## src/rtl/router_scheduler.sv

```systemverilog
// Layer sequencer for the weight and input router controllers: launches both per pixel,
// gates FIFO pops under PE-array backpressure, relaunches weights per output-channel context.
module router_scheduler #(
   parameter int ADDR_WIDTH = 8,
   parameter int CNT_WIDTH  = 16
) (
   input  logic                 i_clk,
   input  logic                 i_rst,
   input  logic                 i_start,
   input  logic                 i_abort,
   input  logic [CNT_WIDTH-1:0] i_num_pixels,
   output logic                 o_wc_en,
   output logic                 o_wc_reg_clear,
   output logic                 o_wc_pop_en,
   input  logic                 i_wc_ready,
   input  logic                 i_wc_context_done,
   input  logic                 i_wc_done,
   output logic                 o_ic_en,
   output logic                 o_ic_reg_clear,
   output logic                 o_ic_pop_en,
   input  logic                 i_ic_ready,
   input  logic                 i_array_ready,
   output logic                 o_busy,
   output logic                 o_done,
   output logic [CNT_WIDTH-1:0] o_pixel_cnt,
   output logic [CNT_WIDTH-1:0] o_context_cnt
);

   if (ADDR_WIDTH < 1 || CNT_WIDTH < 1) begin : g_param_check
      $error("router_scheduler: widths must be positive");
   end

   typedef enum logic [2:0] {
      S_IDLE, S_CLEAR, S_LAUNCH, S_WAIT_READY,
      S_STREAM, S_RELAUNCH, S_PIXEL_END, S_FINISH
   } state_t;

   state_t               r_state;
   state_t               w_next;
   logic [CNT_WIDTH-1:0] r_num_pixels;
   logic [CNT_WIDTH-1:0] r_pixel_cnt;
   logic [CNT_WIDTH-1:0] r_context_cnt;
   logic                 r_wc_rdy_s;
   logic                 r_ic_rdy_s;
   logic                 r_wc_en;
   logic                 r_ic_en;
   logic                 r_wc_clr;
   logic                 r_ic_clr;
   logic                 r_done;
   logic                 w_both_ready;
   logic                 w_last_pixel;

   // The live strobes are OR'd in so a ready arriving this cycle counts without waiting for its flag.
   assign w_both_ready = (r_wc_rdy_s | i_wc_ready) & (r_ic_rdy_s | i_ic_ready);
   assign w_last_pixel = (r_pixel_cnt == r_num_pixels - CNT_WIDTH'(1));

   // NOTE: next state is defaulted to the current state first so no path leaves it unassigned (no latch).
   always_comb begin
      w_next = r_state;
      case (r_state)
         S_IDLE:       if (i_start) w_next = (i_num_pixels == '0) ? S_FINISH : S_CLEAR;
         S_CLEAR:      w_next = S_LAUNCH;
         S_LAUNCH:     w_next = S_WAIT_READY;
         S_WAIT_READY: if (w_both_ready) w_next = S_STREAM;
         S_STREAM: begin
            if (i_wc_done)              w_next = S_PIXEL_END;
            else if (i_wc_context_done) w_next = S_RELAUNCH;
         end
         S_RELAUNCH:   w_next = S_LAUNCH;
         S_PIXEL_END:  w_next = w_last_pixel ? S_FINISH : S_CLEAR;
         S_FINISH:     w_next = S_IDLE;
         default:      w_next = S_IDLE;
      endcase
      if (i_abort) w_next = S_IDLE;
   end

   // NOTE: all state here uses non-blocking assignments so every register samples pre-edge values.
   always_ff @(posedge i_clk) begin
      if (i_rst) begin
         r_state       <= S_IDLE;
         r_num_pixels  <= '0;
         r_pixel_cnt   <= '0;
         r_context_cnt <= '0;
         r_wc_rdy_s    <= 1'b0;
         r_ic_rdy_s    <= 1'b0;
         r_wc_en       <= 1'b0;
         r_ic_en       <= 1'b0;
         r_wc_clr      <= 1'b0;
         r_ic_clr      <= 1'b0;
         r_done        <= 1'b0;
      end else begin
         r_state  <= w_next;
         r_wc_clr <= 1'b0;
         r_ic_clr <= 1'b0;
         r_done   <= 1'b0;
         if (i_abort) begin
            if (r_state != S_IDLE) begin
               r_wc_clr <= 1'b1;
               r_ic_clr <= 1'b1;
            end
            r_wc_en    <= 1'b0;
            r_ic_en    <= 1'b0;
            r_wc_rdy_s <= 1'b0;
            r_ic_rdy_s <= 1'b0;
         end else begin
            case (r_state)
               S_IDLE: begin
                  if (i_start) begin
                     r_num_pixels  <= i_num_pixels;
                     r_pixel_cnt   <= '0;
                     r_context_cnt <= '0;
                  end
               end
               S_CLEAR: begin
                  r_wc_clr   <= 1'b1;
                  r_ic_clr   <= 1'b1;
                  r_wc_en    <= 1'b0;
                  r_ic_en    <= 1'b0;
                  r_wc_rdy_s <= 1'b0;
                  r_ic_rdy_s <= 1'b0;
               end
               S_LAUNCH: begin
                  r_wc_en <= 1'b1;
                  r_ic_en <= 1'b1;
               end
               S_WAIT_READY: begin
                  if (i_wc_ready) r_wc_rdy_s <= 1'b1;
                  if (i_ic_ready) r_ic_rdy_s <= 1'b1;
               end
               S_STREAM: begin
                  // A simultaneous done owns the context increment in PIXEL_END.
                  if (!i_wc_done && i_wc_context_done) r_context_cnt <= r_context_cnt + CNT_WIDTH'(1);
               end
               S_RELAUNCH: begin
                  r_wc_en    <= 1'b0;
                  r_wc_rdy_s <= 1'b0;
               end
               S_PIXEL_END: begin
                  r_context_cnt <= r_context_cnt + CNT_WIDTH'(1);
                  if (!w_last_pixel) r_pixel_cnt <= r_pixel_cnt + CNT_WIDTH'(1);
               end
               S_FINISH: begin
                  r_done  <= 1'b1;
                  r_wc_en <= 1'b0;
                  r_ic_en <= 1'b0;
               end
               default: ;
            endcase
         end
      end
   end

   assign o_wc_en        = r_wc_en;
   assign o_ic_en        = r_ic_en;
   assign o_wc_reg_clear = r_wc_clr;
   assign o_ic_reg_clear = r_ic_clr;
   assign o_wc_pop_en    = (r_state == S_STREAM) & i_array_ready;
   assign o_ic_pop_en    = (r_state == S_STREAM) & i_array_ready;
   assign o_busy         = (r_state != S_IDLE);
   assign o_done         = r_done;
   assign o_pixel_cnt    = r_pixel_cnt;
   assign o_context_cnt  = r_context_cnt;

endmodule

```

## config.mk

```make
export PLATFORM = sky130hd
export DESIGN_NAME = router_scheduler
export DESIGN_NICKNAME = d
export VERILOG_FILES = /design/src/rtl/router_scheduler.sv
export SDC_FILE = /design/constraint.sdc
export NUM_CORES = 1
export LEC_CHECK = 0
export BUFFER_PORTS_ARGS = -buffer_cell sky130_fd_sc_hd__buf_2
export CORE_ASPECT_RATIO = 0.75
export CORE_MARGIN = 10
export CORE_UTILIZATION = 60
export CTS_CLUSTER_SIZE = 28
export DETAILED_ROUTE_END_ITERATION = 10
export PLACE_DENSITY = 0.95
export SLEW_MARGIN = 15
export SYNTH_ARGS = -nofsm -noshare
export SYNTH_HDL_FRONTEND = slang
export SYNTH_SLANG_ARGS = --single-unit
```

## constraint.sdc

```tcl
create_clock -name i_clk -period 8.2 [get_ports i_clk]
set_input_delay 0.82 -clock i_clk [delete_from_list [all_inputs] [get_ports i_clk]]
set_output_delay 0.82 -clock i_clk [all_outputs]
set_load 0.03 [all_outputs]
```

# After elaboration in Yosys (flattened, before gate mapping)
# Index checks and enable logic that the tools add are counted.
# word_totals
reg_bits,57
elab_cells,76
# op_classes
reduce_logical,21
n_mux,22
n_addsub,3
n_bitwise,5
n_eq_ne,15
# ops
cell,n
16-bit two-way mux,3
16-bit one-hot mux with 3 select lines,1
16-bit by 1-bit adder with 16-bit output (second input constant),2
16-bit one-hot mux with 2 select lines,1
3-bit one-hot mux with 7 select lines,1
3-bit two-way mux,6
16-bit == test,1
16-bit logical NOT,1
16-bit by 1-bit subtractor with 16-bit output (second input constant),1
3-bit == test (second input constant),4
2-bit != test (second input constant),6
2-bit nonzero test,5
1-bit one-hot mux with 2 select lines,4
4-bit AND reduction,2
3-bit by 2-bit == test with 1-bit output (second input constant),2
1-bit two-way mux,6
3-bit AND reduction,2
3-bit nonzero test,2
2-bit OR reduction,3
2-bit AND reduction,2
3-bit by 1-bit == test with 1-bit output (second input constant),1
3-bit logical NOT,1
3-bit != test (second input constant),1
3-bit OR reduction,1
5 further kinds,7

# Logic depth before layout (Yosys ltp)
# Gate-level depths: netlist (run 1).
# logic_depth
depth_word,4
ltp_mapped,13
depth_no_buf,10

# Least setup slack after synthesis (run 1)
# Ideal clock, no wire load.
# synth_path
path_kind,register -> register
from,register r_num_pixels[2]
to,"register r_pixel_cnt[10], in the netlist o_pixel_cnt[10]"
period_less_slack_ps,2906
path_slack_ps,5294
n_path_buf,2
arrival_time_ps,2835
required_ps,8128
path_stages_with_launch,11
cell_sequence,dfxtp_1 -> buf_6 -> or4_4 -> or4_4 -> or3_4 -> xnor2_2 -> nand4b_2 -> o21a_1 -> buf_6 -> o2111ai_2 -> mux2i_1
# synth_via
elab_chain_cells,4
# synth_lines
item,line_no,source
"start, declared",40,logic [CNT_WIDTH-1:0] r_num_pixels;
"start signal, assigned",109,r_num_pixels <= i_num_pixels;
16-bit by 1-bit subtractor with 16-bit output,55,assign w_last_pixel = (r_pixel_cnt == r_num_pixels - CNT_WIDTH'(1));
16-bit == test,55,
2-bit != test (no line),-,
4-bit AND reduction (no line),-,
"end signal, assigned",140,if (!w_last_pixel) r_pixel_cnt <= r_pixel_cnt + CNT_WIDTH'(1);
"end, declared",41,logic [CNT_WIDTH-1:0] r_pixel_cnt;
# No other way between the ends.
# A chain may end at the register's enable or synchronous reset.

# Final worst setup path (run 1)
# layout_path
from,register r_num_pixels[2]
to,"register r_pixel_cnt[15], in the netlist o_pixel_cnt[15]"
# The elaborated chain is that of the path after synthesis.

==> flow_metrics.env, run 1 <==
export IMPL_status="finished, final reports clean"
export IMPL_post_route_period_util_pct=41.2
export IMPL_htree_levels=3
export IMPL_ant_nets=0
export IMPL_worstHoldStart="o_ic_en"
export IMPL_cts_buffer_depth=2
export IMPL_drc=0
export IMPL_post_cts_setup_buffers=0
export IMPL_hold_viol_final=0
export IMPL_reg2reg_from="r_num_pixels[2]"
export IMPL_critPathArrivalTime_ns=3.65
export IMPL_multiInputGateArea_um2=2070
export IMPL_drtIter0Drc=268
export IMPL_path_max_fanout=12
export IMPL_crit_path_end_kind="register"
export IMPL_leakagePower_nw=1.64
export IMPL_antenna_found_initial=0
export IMPL_synth_top_area_share_pct=33.8
export IMPL_synthArstFlopShare_pct=0
export IMPL_cts_root_buffer="clkbuf_8"
export IMPL_dp_hpwl_mm=6.99
export IMPL_core_area_um2=5410
export IMPL_synth_edf_count=0
export IMPL_synthTopCellsByArea="dfxtp_1 (34%), nand2_1 (7.5%), a21oi_1 (4.4%)"
export IMPL_ys_seq_elements=57
export IMPL_vias=3484
export IMPL_grt_usage_pct=20.7
export IMPL_crit_path_start_kind="register"
export IMPL_crit_type="register to register"
export IMPL_wl_per_cell_um=16.8
export IMPL_clk_pin_slew_ns=0.07
export IMPL_post_synth_cell_area_avg_um2=7.88
export IMPL_syn_nets=457
export IMPL_synthCells=429
export IMPL_fmax_mhz=296
export IMPL_drt_wl_total_mm=9.33
export IMPL_peakVddDrop_mv=0.130
export IMPL_diodes=0
export IMPL_layout_commonest_cell="nand2_1"
export IMPL_min_path_type="register to register"
export IMPL_yosysTopAreaCell="dfxtp_1"
export IMPL_synth_top_flop_cell="dfxtp_1"
export IMPL_finalNetCount=503
export IMPL_die_y_um=85.0
export IMPL_drive_gt1_share_pct=20.4
export IMPL_postLayoutCoreUtil_pct=72.0
export IMPL_drv_slew=0
export IMPL_regArea_um2=1140
export IMPL_drv_cap=0
export IMPL_start_util_pct=62.5
export IMPL_cellPowerDensity_nw_per_um2=181
export IMPL_rsz0062_at_grt="false"
export IMPL_holdBufCountCts=0
export IMPL_grt_pass1_wl_mm=15.6
export IMPL_startpoint="r_num_pixels[2]"
export IMPL_grt_pass1_vias=3286
export IMPL_clkLatencyLatePin_ns=0.35
export IMPL_die_x_um=107
export IMPL_rows=23
export IMPL_die_area_um2=9070
export IMPL_area_delta_synth_final_pct=15.2
export IMPL_slew_headroom_pct=23.4
export IMPL_ioPinCount=65
export IMPL_drt_first_pass_iters=5
export IMPL_synth_area_um2=3380
export IMPL_drt_vias_per_instance=6.28
export IMPL_io_buffer_count=64
export IMPL_grt_max_degree=36
export IMPL_gp_congestion=0.959
export IMPL_clock_skew_ns=0.0106
export IMPL_ys_types=54
export IMPL_fill_cells=470
export IMPL_gr_total_overflow=0
export IMPL_setup_viol=0
export IMPL_cts_repair_resized=0
export IMPL_worst_ep_required_time_ns=8.47
export IMPL_setup_tns_final_ns=0
export IMPL_worst_pin_slew_ns=1.14
export IMPL_tritoncts="yes"
export IMPL_yosysSeqAreaShare_pct=33.8
export IMPL_cts_buffers=9
export IMPL_cts_sinks=57
export IMPL_fin_crit_ns=3.38
export IMPL_mostFrequentLayoutCells="nand2_1 (68), buf_2 (64), dfxtp_1 (57)"
export IMPL_ys_warn_count=0
critical path, cell delays in order, from the launching register on:
cell and delay, ns:
dfxtp_1 0.41, nor4_1 0.92, a31oi_1 0.24, o32a_1 0.39, o21a_1 0.10, nand4b_2 0.24, o21a_1 0.43, o2111ai_1 0.35
mux2i_1 0.22
synth_stat cells (4+ instances only):
master and n:
a211oi_1 4, clkbuf_1 24, xnor2_1 13, inv_1 10, nand4_1 9, nand2_1 68, nor2_1 30, a31oi_1 8
nor3_1 11, a21oi_1 30, mux2i_1 15, o211ai_2 6, o211ai_1 6, and3_1 8, and2_1 5, nor3b_1 6
or3_1 17, dfxtp_1 57, nand3_1 9, nor4_1 10, xor2_1 16, nand2b_1 5, o21ai_0 12
stage by stage:
stage | cells | hold WS [ns] | power [W] | instance area, um2 | setup slack (ns)
after floorplan | 429 | 0.450 | 0.000385 | 3380 | 5.29
after global placement | 539 | 0.456 | 0.000407 | 3670 | 5.07
after detailed placement | 539 | 0.472 | 0.000412 | 3670 | 4.89
after CTS | 555 | 0.482 | 0.000704 | 3890 | 4.88
after global routing | 555 | 0.499 | 0.000733 | 3890 | 4.61
final | 555 | 0.479 | 0.000704 | 3890 | 4.82
layout make-up:
class | count | share of cell area, %
Sequential cell | 57 | 29.3
Multi-Input combinational cell | 331 | 53.1
Inverter | 11 | 1.06
Clock buffer | 11 | 3.63
Clock inverter | 5 | 2.02
Timing Repair Buffer | 65 | 8.42
Tap cell | 75 | 2.41
worst paths after layout:
check | end | slack (ns) | cells after the start
max | o_pixel_cnt[15] | 4.82 | 8
min | o_ic_en | 0.48 | 2
max reg2reg | o_pixel_cnt[15] | 4.82 | 8
min reg2reg | o_ic_en | 0.48 | 2
flip-flops by register name (all words and copies together), names as in the netlist:
register and count:
o_done 1, r_wc_rdy_s 1, o_context_cnt 16, o_pixel_cnt 16
o_ic_reg_clear 1, r_ic_rdy_s 1, o_wc_en 1, r_state 3
r_num_pixels 16, o_ic_en 1
metal layers:
| layer | GRT usage [%] | up-vias | wire length [um] |
|---|---|---|---|
| li1 | - | 1637 | - |
| met1 | 25.9 | 1615 | 3850 |
| met2 | 31.1 | 203 | 4140 |
| met3 | 9.21 | 29 | 1120 |
| met4 | 6.38 | 0 | 214 |
| met5 | 0 | - | 0 |
cell families (layout without fill, tap and decap cells):
logic type / count (synthesis) / after routing / synth area share, %
AOI/OAI and AO/OA: 86 / 86 / 17.2
and+or+nand+nor: 197 / 197 / 30.2
muxes: 15 / 15 / 4.44
DFF: 57 / 57 / 33.8
xor gates and xnor gates: 30 / 30 / 7.99
buffers and inverters: 41 / 92 / 5.26
adders and majority gates: 3 / 3 / 1.11
where the power goes:
group / switching (W) / internal (W)
logic: 0.0000672 / 0.0000451
clock network: 0.000116 / 0.000179
registers: 0.0000132 / 0.000283
total: 0.000197 / 0.000507
(Power assumes the default switching activity.)
==> run 2, diff against run 1 <==
--- a/config.mk
+++ b/config.mk
@@ -5,13 +5,14 @@
 export SDC_FILE = /design/constraint.sdc
 export NUM_CORES = 1
 export LEC_CHECK = 0
+export ABC_AREA = 1
 export BUFFER_PORTS_ARGS = -buffer_cell sky130_fd_sc_hd__buf_2
 export CORE_ASPECT_RATIO = 0.75
 export CORE_MARGIN = 10
-export CORE_UTILIZATION = 60
+export CORE_UTILIZATION = 56
 export CTS_CLUSTER_SIZE = 28
 export DETAILED_ROUTE_END_ITERATION = 10
-export PLACE_DENSITY = 0.95
+export PLACE_DENSITY = 0.92
 export SLEW_MARGIN = 15
 export SYNTH_ARGS = -nofsm -noshare
 export SYNTH_HDL_FRONTEND = slang
==> constraint.sdc (replaced) <==
create_clock -name i_clk -period 3.3 [get_ports i_clk]
set_input_delay 0.33 -clock i_clk [delete_from_list [all_inputs] [get_ports i_clk]]
set_output_delay 0.33 -clock i_clk [all_outputs]
set_load 0.03 [all_outputs]
==> run 2 against run 1 <==
Compared with the run above: maximum frequency up 46%; power rose to 2.6 times the previous value; synthesized area up 5.8%; synthesized cell count up 25%; count of clock-buffer cells in the layout down 2; cell area up 5.6%; non-clock buffer count unchanged; sequential share of layout area down 1.6 points; sequential power rose to 2.6 times the previous value; first-iteration DRC count up 3.0%; clock skew about the same; cell count up 23%.
==> flow_metrics.env, run 2 <==
export IMPL_drv_slew=0
export IMPL_power_total_w=0.00184
export IMPL_peakVddDrop_mv=0.410
export IMPL_synthArstFlopShare_pct=0
export IMPL_htree_levels=3
export IMPL_yosysTopAreaCell="dfxtp_1"
export IMPL_clk_pin_slew_ns=0.07
export IMPL_ys_warn_count=0
export IMPL_synth_common_cells="nand2_1 (103), inv_1 (68), nor2_1 (62), dfxtp_1 (57), nand3_1 (43)"
export IMPL_hold_viol_final=0
export IMPL_syn_nets=565
export IMPL_busiest_layer="met2"
export IMPL_core_area_um2=6260
export IMPL_rows=25
export IMPL_die_y_um=89.2
export IMPL_synth_most_common_cell="nand2_1"
export IMPL_gp_congestion=0.982
export IMPL_post_synth_cell_area_avg_um2=6.66
export IMPL_fin_area_um2=4110
export IMPL_cts_repair_resized=0
export IMPL_cts_sinks=57
export IMPL_wl_per_cell_um=14.0
export IMPL_layout_commonest_cell="nand2_1"
export IMPL_crit_chain="inv_2, ha_1, or2_1, nand3_1, nand2_1, inv_1, nand3_1, nor3_2, nand3_2, nand2_2, nand2_4, nand2_8, nand2_1, a21oi_1"
export IMPL_drt_first_pass_iters=5
export IMPL_finalWorstSetupSlack_ns=0.991
export IMPL_crit_path_start_kind="register"
export IMPL_tritoncts="yes"
export IMPL_cts_root_buffer="clkbuf_8"
export IMPL_crit_type="register to register"
export IMPL_setup_tns_final_ns=0
export IMPL_grt_use_met2_pct=30.6
export IMPL_critPathTopFamily="simple AND/OR/NAND/NOR gates"
export IMPL_grt_pass1_vias=3498
export IMPL_diodes=0
export IMPL_drtIter0Drc=276
export IMPL_post_cts_setup_buffers=0
export IMPL_finalNetCount=628
export IMPL_drc=0
export IMPL_drive_gt1_share_pct=22.0
export IMPL_synth_edf_count=0
export IMPL_antenna_found_initial=0
export IMPL_path_max_fanout=17
export IMPL_die_area_um2=10000
export IMPL_synth_top_area_share_pct=31.9
export IMPL_area_delta_synth_final_pct=15.0
export IMPL_slowest_stage="dfxtp_1"
export IMPL_grt_usage_pct=18.9
export IMPL_drv_cap=0
export IMPL_fmax_mhz=433
export IMPL_grt_util_met3_pct=5.57
export IMPL_drt_wl_total_mm=9.57
export IMPL_worst_pin_slew_ns=0.498
export IMPL_mostFrequentLayoutCells="nand2_1 (103), inv_1 (68), buf_2 (64)"
export IMPL_clock_skew_ns=0.0109
export IMPL_clkLatencyLatePin_ns=0.34
export IMPL_place_ws_ns=1.09
export IMPL_post_route_period_util_pct=70.0
export IMPL_path_buf_inv=2
export IMPL_slew_headroom_pct=66.8
export IMPL_grt_pass1_wl_mm=15.8
export IMPL_rsz0062_at_grt="false"
export IMPL_setup_viol=0
export IMPL_gr_total_overflow=0
export IMPL_vias=3730
export IMPL_max_stage_delay_ns=0.37
export IMPL_cellPowerDensity_nw_per_um2=448
export IMPL_dp_hpwl_mm=7.31
export IMPL_synth_area_um2=3580
export IMPL_ys_seq_elements=57
export IMPL_critPathArrivalTime_ns=2.57
export IMPL_die_x_um=112
export IMPL_yosysSeqAreaShare_pct=31.9
export IMPL_place_area_um2=3930
export IMPL_min_path_type="input pin to register"
export IMPL_ioPinCount=65
export IMPL_synth_top_flop_cell="dfxtp_1"
export IMPL_synthCells=537
export IMPL_crit_path_end_kind="register"
export IMPL_ys_types=42
export IMPL_cts_buffers=9
export IMPL_io_buffer_count=64
export IMPL_start_util_pct=57.2
export IMPL_status="finished, final reports clean"
export IMPL_synthTopCellsByArea="dfxtp_1 (32%), nand2_1 (11%), inv_1 (7.1%)"
export IMPL_holdBufCountCts=0
export IMPL_grt_util_met1_pct=23.2
export IMPL_fin_crit_ns=2.31
export IMPL_ant_nets=0
export IMPL_worst_ep_required_time_ns=3.56
export IMPL_cts_buffer_depth=2
export IMPL_drt_vias_per_instance=5.45
export IMPL_grt_max_degree=22
export IMPL_leakagePower_nw=1.80
## run 2: kinds of logic after synthesis
| kind of cell | after synthesis | synth area share, % |
|---|---|---|
| and+or+nand+nor | 285 | 38.2 |
| buffers and inverters | 88 | 10.0 |
| DFF | 57 | 31.9 |
| adders and majority gates | 3 | 1.05 |
| xor gates and xnor gates | 22 | 5.39 |
| AOI/OAI and AO/OA | 82 | 13.4 |
## run 2: layout make-up
type	count	area [um2]
clock buffer	9	124
sequential	57	1140
tap	81	101
multi-input combinational	392	2080
clock inverter	6	60.1
inverter	75	282
timing repair buffer	65	328
fill	566	2140
## run 2: per-stage QoR
stage               utilization (%)  hold WS [ns]  instances
floorplan                         -         0.444        537
global placement               62.8         0.454        670
detailed placement             62.8         0.464        670
CTS                            65.7         0.243        685
global route                   65.7         0.252        685
finish                         65.7         0.246        685
## run 2: path summary, 6_finish.rpt
kind                            slack, ns               to  cells past startpoint       startpoint
worst max-delay path                 0.99  o_pixel_cnt[15]                     14  r_num_pixels[0]
worst min-delay path                 0.25       r_wc_rdy_s                      3       i_wc_ready
worst max register to register       0.99  o_pixel_cnt[15]                     14  r_num_pixels[0]
worst min register to register       0.47       r_wc_rdy_s                      2       r_wc_rdy_s
## run 2: worst register-to-register path: stages (launching register included)
cell and delay [ns]:
dfxtp_1 0.37, inv_2 0.09, ha_1 0.28, or2_1 0.24, nand3_1 0.07, nand2_1 0.05, inv_1 0.04, nand3_1 0.08
nor3_2 0.27, nand3_2 0.11, nand2_2 0.09, nand2_4 0.14, nand2_8 0.19, nand2_1 0.07, a21oi_1 0.14
## run 2: layer usage
layer	wire length [um]	share of wire, %
met5	0	0
met4	167	1.7
met3	881	9.2
met2	4240	44
met1	4270	45
## run 2: where the power goes
part	switching [W]	internal, W
combinational	0.000298	0.000150
sequential	0.0000404	0.000717
clock	0.000297	0.000340
total	0.000635	0.00121
